[src/rtl/fifo_pack_8to16_if.sv]
// Byte-write / word-read handshake bundle for fifo_pack_8to16.
// master = producer/consumer side, slave = the FIFO itself.
interface fifo_pack_8to16_if #(
  parameter int unsigned ADDR_WIDTH = 3
);
  logic                  wr;
  logic [7:0]            w_data;
  logic                  rd;
  logic [15:0]           r_data;
  logic                  full;
  logic                  empty;
  logic [ADDR_WIDTH+1:0] count;

  modport master (
    output wr, w_data, rd,
    input  r_data, full, empty, count
  );

  modport slave (
    input  wr, w_data, rd,
    output r_data, full, empty, count
  );
endinterface

[src/rtl/fifo_pack_8to16.sv]
// Byte-in / word-out first-word-fall-through FIFO. Bytes are packed low lane first
// into 16-bit words; a lone trailing byte stays hidden until its partner arrives.
module fifo_pack_8to16 #(
  parameter int unsigned ADDR_WIDTH = 3
) (
  input  logic             clk,
  input  logic             reset,
  input  logic             flush,
  fifo_pack_8to16_if.slave bus
);
  localparam int unsigned Depth = 2 ** ADDR_WIDTH;
  localparam logic [ADDR_WIDTH+1:0] FullCount = {1'b1, {(ADDR_WIDTH + 1){1'b0}}};

  logic [15:0]           mem_q [Depth];
  logic [ADDR_WIDTH+1:0] wr_ptr_q, wr_ptr_d;
  logic [ADDR_WIDTH:0]   rd_ptr_q, rd_ptr_d;
  logic [ADDR_WIDTH+1:0] count;
  logic [ADDR_WIDTH-1:0] wr_idx;
  logic                  full, empty, wr_acc, rd_acc, we_lo, we_hi;

  always_comb begin
    // Flags come only from the pointer registers, never from this cycle's wr/rd.
    count    = wr_ptr_q - {rd_ptr_q, 1'b0};
    full     = (count == FullCount);
    empty    = (count[ADDR_WIDTH+1:1] == '0);
    wr_acc   = bus.wr & ~full;
    rd_acc   = bus.rd & ~empty;
    wr_idx   = wr_ptr_q[ADDR_WIDTH:1];
    wr_ptr_d = wr_ptr_q;
    rd_ptr_d = rd_ptr_q;
    we_lo    = 1'b0;
    we_hi    = 1'b0;
    if (flush) begin
      wr_ptr_d = '0;
      rd_ptr_d = '0;
    end else begin
      if (wr_acc) begin
        wr_ptr_d = wr_ptr_q + (ADDR_WIDTH + 2)'(1);
        we_lo    = ~wr_ptr_q[0];
        we_hi    = wr_ptr_q[0];
      end
      if (rd_acc) begin
        rd_ptr_d = rd_ptr_q + (ADDR_WIDTH + 1)'(1);
      end
    end
  end

  always_ff @(posedge clk) begin
    if (!reset) begin
      wr_ptr_q <= '0;
      rd_ptr_q <= '0;
    end else begin
      wr_ptr_q <= wr_ptr_d;
      rd_ptr_q <= rd_ptr_d;
    end
  end

  // Storage is deliberately left uncleared; gating by reset keeps ignored writes inert.
  always_ff @(posedge clk) begin
    if (reset && we_lo) mem_q[wr_idx][7:0]  <= bus.w_data;
    if (reset && we_hi) mem_q[wr_idx][15:8] <= bus.w_data;
  end

  assign bus.r_data = mem_q[rd_ptr_q[ADDR_WIDTH-1:0]];
  assign bus.full   = full;
  assign bus.empty  = empty;
  assign bus.count  = count;
endmodule

[src/flat_wrapper.sv]
// flat-port wrapper written by rule: the top's interface ports become plain ports
module fifo_pack_8to16_flat 
#(
  parameter int unsigned ADDR_WIDTH = 3
)
  (clk, reset, flush, bus_wr, bus_w_data, bus_rd, bus_r_data, bus_full, bus_empty, bus_count);
  fifo_pack_8to16_if #(.ADDR_WIDTH(ADDR_WIDTH)) bus_i ();
  input  logic clk;
  input  logic reset;
  input  logic flush;
  input wire logic [$bits(bus_i.wr)-1:0] bus_wr;
  input wire logic [$bits(bus_i.w_data)-1:0] bus_w_data;
  input wire logic [$bits(bus_i.rd)-1:0] bus_rd;
  output wire logic [$bits(bus_i.r_data)-1:0] bus_r_data;
  output wire logic [$bits(bus_i.full)-1:0] bus_full;
  output wire logic [$bits(bus_i.empty)-1:0] bus_empty;
  output wire logic [$bits(bus_i.count)-1:0] bus_count;
  assign bus_i.wr = bus_wr;
  assign bus_i.w_data = bus_w_data;
  assign bus_i.rd = bus_rd;
  assign bus_r_data = bus_i.r_data;
  assign bus_full = bus_i.full;
  assign bus_empty = bus_i.empty;
  assign bus_count = bus_i.count;
  fifo_pack_8to16 #(.ADDR_WIDTH(ADDR_WIDTH)) u_core (.clk(clk), .reset(reset), .flush(flush), .bus(bus_i));
endmodule
[config.mk]
export PLATFORM = sky130hd
export DESIGN_NAME = fifo_pack_8to16_flat
export DESIGN_NICKNAME = d
export VERILOG_FILES = /design/src/rtl/fifo_pack_8to16_if.sv /design/src/rtl/fifo_pack_8to16.sv /design/src/flat_wrapper.sv
export SDC_FILE = /design/constraint.sdc
export NUM_CORES = 1
export LEC_CHECK = 0
export CAP_MARGIN = 10
export CORE_MARGIN = 8
export CORE_UTILIZATION = 25
export DETAILED_ROUTE_END_ITERATION = 7
export GPL_TIMING_DRIVEN = 0
export PLACE_DENSITY = 0.46
export RECOVER_POWER = 50
export SLEW_MARGIN = 5
export SYNTH_ARGS = -nofsm -noshare
export SYNTH_HDL_FRONTEND = slang
export SYNTH_SLANG_ARGS = --single-unit
[constraint.sdc]
create_clock -name clk -period 6.7 [get_ports clk]
set_clock_uncertainty 0.1 [all_clocks]
set_input_delay 1.675 -clock clk [delete_from_list [all_inputs] [get_ports clk]]
set_output_delay 1.675 -clock clk [all_outputs]
set_load 0.01 [all_outputs]
# Yosys cells after proc, flatten, opt, wreduce, memory -nomap -nowiden
# Memories as Yosys holds them, arrays and structs flattened. A register that Yosys moved wholly into a read port is not among the register bits.
# Cells that the tools add are included.
# W data, S select, Z words.
# word_totals
regBits	9
latchBits	0
ram_bits	128
mem_bits_ro	0
out_inout_bits	23
mem_count	1
# classes
add_sub_neg	3
n_mul	0
n_div	0
order_cmp	0
n_eq_ne	1
n_shift	0
n_mux	10
bitwise	6
reduce_logical	4
# mem_list
name	words	word_bits	rd	rd_clocked_by_memory_dff	write_ports	line	source
u_core.mem_q	8	16	1	1	1	fifo_pack_8to16.sv:14	logic [15:0] mem_q [Depth];
# ops
op	count
$mux W1	8
$mux W3	2
$add A5 B1 Y5 const B	1
$eq A5 B5 Y1 const B	1
$sub A5 B5 Y5	1
$add A4 B1 Y4 const B	1
$logic_not A4 Y1	1
$not A1 Y1	4
$and A1 B1 Y1	2
$logic_and A1 B1 Y1	2
$reduce_or A2 Y1	1

# Logic depth before layout (Yosys ltp)
# Gate-level depths: netlist (run 1).
# depth
word_depth	9
ltp_mapped	10

# Worst setup path after synthesis (run 1)
# No wires, ideal clock.
# synth_timing
kind	flip-flop to output port
startpoint	register u_core.wr_ptr_q[1]
endpoint	output port bus_full
arrival_ns	2.091
t_required_ns	4.925
setup_slack_ns	2.834
stages_incl_launch_ff	9
n_path_buf	1
path_cell_list	dfxtp_1 -> clkbuf_1 -> inv_1 -> ha_1 -> inv_1 -> fa_1 -> nand2b_1 -> or3_1 -> o21ba_4
# synth_via
elab_chain_cells	2
# synth_rtl
item	line	source
start: declaration	fifo_pack_8to16.sv:15	logic [ADDR_WIDTH+1:0] wr_ptr_q, wr_ptr_d;
start signal: assignment	fifo_pack_8to16.sv:53	wr_ptr_q <= wr_ptr_d;
$sub A5 B5 Y5	fifo_pack_8to16.sv:23	count = wr_ptr_q - {rd_ptr_q, 1'b0};
via bus_count[2]	flat_wrapper.sv:17	output wire logic [$bits(bus_i.count)-1:0] bus_count;
$eq A5 B5 Y1	fifo_pack_8to16.sv:24	full = (count == FullCount);
end: declaration	flat_wrapper.sv:15	output wire logic [$bits(bus_i.full)-1:0] bus_full;
# The timed path passes the listed nets, and every way through them passes these cells.

# Worst setup path after layout (run 1)
# layout_timing
startpoint	register u_core.wr_ptr_q[1]
endpoint	output port bus_full
# layout_via
elab_chain_cells	2
# layout_rtl
item	line
$sub A5 B5 Y5	fifo_pack_8to16.sv:23
$eq A5 B5 Y1	fifo_pack_8to16.sv:24
# No other way between the ends.

==> results of run 1 <==
Yosys cell counts:
master | n | area [sq um]
edfxtp_1 | 128 | 3840
mux4_2 | 32 | 721
nor2_1 | 20 | 75.1
mux2_2 | 17 | 191
dfxtp_1 | 12 | 240
nand2_1 | 9 | 33.8
clkbuf_1 | 8 | 30.0
a21oi_1 | 7 | 35.0
inv_1 | 7 | 26.3
nor3_1 | 6 | 30.0
o21ai_0 | 6 | 30.0
ha_1 | 5 | 62.6
nand3b_1 | 5 | 37.5
buf_2 | 3 | 15.0
nand2b_1 | 3 | 18.8
or3_1 | 3 | 18.8
xnor2_1 | 3 | 26.3
xor2_1 | 3 | 26.3
nand4_1 | 2 | 12.5
a221oi_1 | 1 | 8.76
and3_1 | 1 | 6.26
and3_4 | 1 | 11.3
buf_1 | 1 | 3.75
buf_4 | 1 | 7.51
fa_1 | 1 | 20.0
nand3_1 | 1 | 5.00
nor2b_1 | 1 | 6.26
o21ba_4 | 1 | 16.3
o31ai_2 | 1 | 12.5
or2_1 | 1 | 6.26
or2_2 | 1 | 6.26
routing by layer:
metal	global-route usage, %	wire [um]
met5	0	8
met4	3.41	143
met3	2.95	569
met2	15.3	5900
met1	11.5	5470
placed cells by master, fill, tap and decap left out, drive strengths merged:
cell	count
or3	3
nor2b	1
a221oi	1
clkdlybuf4s50	26
xor2	3
nand3	1
mux2	17
clkbuf	28
nand4	2
and3	2
o21ai	6
buf	6
bufinv	4
or2	2
dlygate4sd3	9
nor2	20
nand2	9
fa	1
clkinvlp	3
a21oi	7
dfxtp	12
inv	7
o21ba	1
nand3b	5
nand2b	3
o31ai	1
clkinv	6
mux4	32
xnor2	3
ha	5
edfxtp	128
nor3	6
state kept, by name, summed over array words and instances (netlist names), named ones only:
name,flops
u_core.wr_ptr_q,5
u_core.rd_ptr_q,4
u_core.mem_q,128
logic make-up (layout without fill, tap and decap cells):
group	after synthesis	count (layout)	share of synthesized area, %
AOI/OAI and AO/OA	16	16	1.84
adders and majority gates	6	6	1.48
xor gates and xnor gates	6	6	0.941
muxes	49	49	16.3
and+or+nand+nor	54	54	4.80
buffers and inverters	20	89	1.48
DFF	140	140	73.1
path summary, 6_finish.rpt:
check                                          end  cells after the start  slack, ns
worst min-delay path            u_core.rd_ptr_q[2]                      2       0.45
worst max-delay path                      bus_full                      9       1.55
worst min register to register  u_core.rd_ptr_q[2]                      2       0.45
worst max register to register  u_core.mem_q[1][7]                     10       3.18
tightest hold or removal path, cell delays in order (launching register included):
cell,delay (ns)
dfxtp_1,0.33
o21ai_0,0.08
a21oi_1,0.08
through the flow:
stage          cells  util (%)  total power [mW]
2_1_floorplan    291         -             0.994
3_3_place_gp     606      28.7              1.02
3_5_place_dp     608      28.9              1.03
4_1_cts          640      31.6              1.98
5_1_grt          640      31.6              2.02
6_report         640      31.6              1.96
power breakdown:
| part | internal (mW) | total, mW | switching (mW) | leakage [nW] |
|---|---|---|---|---|
| logic | 0.0211 | 0.0475 | 0.0264 | 0.599 |
| registers | 0.955 | 0.957 | 0.00134 | 1.25 |
| clock network | 0.618 | 0.958 | 0.340 | 0.288 |
cell type report:
cell class / instances / area (sq um)
Buffer: 13 / 56.3
Clock buffer: 19 / 433
Clock inverter: 13 / 174
Fill cell: 2169 / 15000
Inverter: 7 / 26.3
Multi-Input combinational cell: 131 / 1420
Sequential cell: 140 / 4080
Tap cell: 280 / 350
Timing Repair Buffer: 37 / 362
==> flow_metrics.py, run 1 <==
metrics = {
    "setup_path": {
        "critPathSlowestCell": "clkdlybuf4s50_1",
        "startpoint": "u_core.wr_ptr_q[1]",
        "path_class": "reg2out",
        "cp_max_fo": 9,
        "cpPeakStageDelay_ns": 0.56,
        "cp_num_buf_inv": 4,
        "arrival_ns": 3.38,
        "cp.required_ns": 4.93,
        "path_cells": "clkbuf_1 -> inv_1 -> ha_1 -> inv_1 -> fa_1 -> nand2b_1 -> or3_1 -> o21ba_1 -> clkdlybuf4s50_1",
        "r2r_start": "u_core.wr_ptr_q[1]",
        "path_common_cell": "inv_1",
        "path_delay_family": "buffers and inverters",
        "startpoint_type": "flip-flop",
        "crit_path_end_kind": "output pin",
    },
    "global_routing": {
        "grt_pass1_vias": 3070,
        "grt_pass1_wl_um": 18200,
        "grt_usage_pct": 9.39,
        "grt-ovfl-total": 0,
        "grt_max_degree": 17,
        "antenna_found_initial": 1,
    },
    "sta": {
        "setup_tns_ns": 0,
        "rsz0062_at_grt": "false",
        "worst_slew_pin_slew_ns": 1.09,
        "relSlewSlack_pct": 26.8,
        "setup_violations": 0,
        "hold_viol_final": 0,
        "setup_ws_ns": 1.55,
        "fin_crit_ns": 5.15,
        "timing.final.crit_share_pct": 76.9,
        "fmax_ghz": 0.194,
        "slew_violations": 0,
        "hold_slack_ns": 0.445,
    },
    "clocking": {
        "cts_tree": "built",
        "cts_setup_buffers": 0,
        "hold_buffers": 0,
        "cts_resized": 0,
        "cts_buffers": 17,
        "clk_path_buf_depth": 2,
        "clkSlewWorstSetupHoldPaths_ns": 0.06,
        "ctsHtreeMaxLevel": 4,
        "clk_latency_ns": 0.41,
        "clock_sinks": 140,
        "root_buffer": "clkbuf_16",
    },
    "floorplan": {
        "rows": 54,
        "initial_utilization_pct": 25.5,
        "die_x_um": 165,
        "die_area_sq_mm": 0.0274,
        "ioPinCount": 36,
        "die_h_um": 165,
        "coreArea_sq_mm": 0.0219,
    },
    "synthesis": {
        "synth_area_per_cell_sq_um": 19.2,
        "synth-seq-cells": 140,
        "syn_area_sq_mm": 0.00558,
        "synth_nets": 310,
        "syn_inst": 291,
        "yosys_warnings": 0,
        "ys_seq_area_share_pct": 73.1,
        "netlist-cell-type-count": 31,
    },
    "finish": {
        "drive_gt1_share_pct": 24.2,
        "diodes": 0,
        "fin_nets": 366,
        "finalInstanceArea_sq_mm": 0.00691,
        "area_growth_pct": 23.7,
    },
    "run": {
        "maxCapViolations": 0,
    },
    "drt": {
        "routed_wl_um": 12100,
        "antenna_left": 0,
        "via_per_inst": 4.32,
        "vias": 2767,
        "drcViolationCount": 0,
        "wl_per_cell_um": 18.9,
        "drt_iter0_drc": 187,
        "first_pass_iters": 4,
    },
    "power": {
        "p_per_area_mw_per_mm2": 284,
        "ir_drop_uv": 173,
        "leakagePower_nw": 2.14,
    },
    "place": {
        "routabilityCongestion": 0.775,
        "dp_slack_ns": 2.01,
        "port-buffer-count": 35,
        "placed_cell_area_sq_mm": 0.00632,
        "dpl.hpwl_um": 7900,
    },
    "hold_path": {
        "min-delay-start": "u_core.rd_ptr_q[2]",
        "hp-class": "reg2reg",
    },
    "outcome": {
        "status": "completed",
    },
}
No activity file was read; power rests on OpenSTA's default activity.
==> run 2: changes to the inputs <==
==> constraint.sdc (replaced) <==
create_clock -name clk -period 5.4 [get_ports clk]
set_clock_uncertainty 0.1 [all_clocks]
set_input_delay 1.35 -clock clk [delete_from_list [all_inputs] [get_ports clk]]
set_output_delay 1.35 -clock clk [all_outputs]
set_load 0.01 [all_outputs]
==> run 2 against run 1 <==
Worst hold slack about the same; cell area about the same; cell count unchanged; critical path type unchanged.
==> flow_metrics.py, run 2 (same netlist as run 1, synthesis figures left out) <==
metrics = {
    "hold_path": {
        "min_to": "u_core.rd_ptr_q[2]",
        "min_path_cells": 2,
        "hp-class": "reg2reg",
        "min-delay-start": "u_core.rd_ptr_q[2]",
    },
    "floorplan": {
        "die_area_sq_mm": 0.0274,
        "ioPinCount": 36,
        "die_h_um": 165,
        "rows": 54,
        "die_x_um": 165,
        "initial_utilization_pct": 25.5,
        "coreArea_sq_mm": 0.0219,
    },
    "clocking": {
        "cts_setup_buffers": 0,
        "hold_buffers": 0,
        "clock_sinks": 140,
        "cts_tree": "built",
        "cts_buffers": 17,
        "clkSlewWorstSetupHoldPaths_ns": 0.06,
        "cts_resized": 0,
        "clk_latency_ns": 0.41,
        "root_buffer": "clkbuf_16",
        "clk_path_buf_depth": 2,
        "ctsHtreeMaxLevel": 4,
    },
    "setup_path": {
        "cpPeakStageDelay_ns": 0.56,
        "r2r_end": "u_core.mem_q[1][4]",
        "cp_num_buf_inv": 4,
        "path_common_cell": "inv_1",
        "path_cells": "clkbuf_1 -> inv_1 -> ha_1 -> inv_1 -> fa_1 -> nand2b_1 -> or3_1 -> o21ba_1 -> clkdlybuf4s50_1",
        "path_class": "reg2out",
        "cp.required_ns": 3.95,
        "timing.reg2reg.setup_slack_ns": 1.87,
        "arrival_ns": 3.37,
        "critPathSlowestCell": "clkdlybuf4s50_1",
        "path_delay_family": "buffers and inverters",
        "startpoint_type": "flip-flop",
        "cp_max_fo": 9,
        "r2r_start": "u_core.wr_ptr_q[1]",
        "r2r_cells": 10,
        "crit_path_end_kind": "output pin",
    },
    "finish": {
        "layout_commonest_cell": "edfxtp_1",
        "diodes": 0,
        "largest_register_ffs": 128,
        "fillers": 2169,
        "regArea_sq_mm": 0.00408,
        "top_register": "u_core.mem_q",
        "fin_nets": 366,
        "reg_top3": "u_core.mem_q x128, u_core.wr_ptr_q x5, u_core.rd_ptr_q x4",
        "area_growth_pct": 23.8,
        "mostFrequentLayoutCells": "128 x edfxtp_1, 32 x mux4_2, 26 x clkdlybuf4s50_1",
        "multiInputGateArea_sq_mm": 0.00142,
        "drive_gt1_share_pct": 24.4,
        "finalInstanceArea_sq_mm": 0.00691,
    },
    "drt": {
        "drcViolationCount": 0,
        "vias": 2777,
        "drt_iter0_drc": 198,
        "via_per_inst": 4.34,
        "wl_per_cell_um": 18.9,
        "antenna_left": 0,
        "first_pass_iters": 4,
        "routed_wl_um": 12100,
    },
    "global_routing": {
        "grt_pass1_vias": 3070,
        "grt-ovfl-total": 0,
        "grt_pass1_wl_um": 18200,
        "antenna_found_initial": 1,
        "grt_usage_pct": 9.39,
        "grt_max_degree": 17,
    },
    "sta": {
        "relSlewSlack_pct": 26.9,
        "fmax_ghz": 0.207,
        "timing.final.crit_share_pct": 89.3,
        "worst_slew_pin_slew_ns": 1.09,
        "setup_violations": 0,
        "slew_violations": 0,
        "hold_viol_final": 0,
        "rsz0062_at_grt": "false",
        "setup_tns_ns": 0,
        "fin_crit_ns": 4.82,
    },
    "power": {
        "leakagePower_nw": 2.14,
        "ir_drop_uv": 215,
        "p_per_area_mw_per_mm2": 353,
    },
    "place": {
        "placed_cell_area_sq_mm": 0.00632,
        "routabilityCongestion": 0.775,
        "port-buffer-count": 35,
        "dpl.hpwl_um": 7900,
    },
    "outcome": {
        "status": "completed",
    },
    "run": {
        "maxCapViolations": 0,
    },
}
## run 2: cell counts in the layout (fill, tap and decap cells not counted)
Identical to the previous run, type by type.
## run 2: how the worst max path moves through the flow
stage               slack (ns)                  end  cells past startpoint                from
floorplan                 1.86             bus_full                      8  u_core.wr_ptr_q[1]
global placement          1.02  u_core.mem_q[4][14]                      5               reset
detailed placement        1.04             bus_full                      9  u_core.wr_ptr_q[1]
CTS                       0.58             bus_full                      9  u_core.wr_ptr_q[1]
global route              0.38             bus_full                      9  u_core.wr_ptr_q[1]
finish                    0.58             bus_full                      9  u_core.wr_ptr_q[1]
## run 2: stage by stage
stage | power [mW] | setup WS [ns] | util, % | cells | hold WS (ns)
floorplan | 1.23 | 1.86 | - | 291 | 0.386
global placement | 1.27 | 1.02 | 28.7 | 606 | 0.439
detailed placement | 1.27 | 1.04 | 28.9 | 608 | 0.439
CTS | 2.46 | 0.576 | 31.6 | 640 | 0.450
global route | 2.51 | 0.379 | 31.6 | 640 | 0.477
finish | 2.44 | 0.576 | 31.6 | 640 | 0.445
## run 2: power by group
| part | internal, mW | switching [mW] |
|---|---|---|
| combinational | 0.0265 | 0.0328 |
| clock | 0.766 | 0.424 |
| sequential | 1.19 | 0.00169 |
## run 2: metal layers
layer	part of all wire, %	track usage [%]	wire length, um
met5	0.066	0	8
met1	45	11.5	5490
met2	49	15.3	5900
met3	4.4	2.95	533
met4	1.2	3.41	144
## run 2: final cells by class
cell class / instances / area share (%)
sequential: 140 / 59.1
multi-input combinational: 131 / 20.6
clock buffer: 19 / 6.26
timing repair buffer: 37 / 5.29
tap: 280 / 5.07
clock inverter: 13 / 2.52
buffer: 13 / 0.815
inverter: 7 / 0.380
## run 2: worst reg2reg max path: cells and delay by family (launching register included)
kind                     cells  cell delay, ns
AND/OR/NAND/NOR              3            1.23
XOR/XNOR                     1            0.30
AO/OA/AOI/OAI                1            0.21
flip-flops                   1            0.33
adder cells (fa/ha/maj)      2            0.39
buffers and inverters        3            0.58
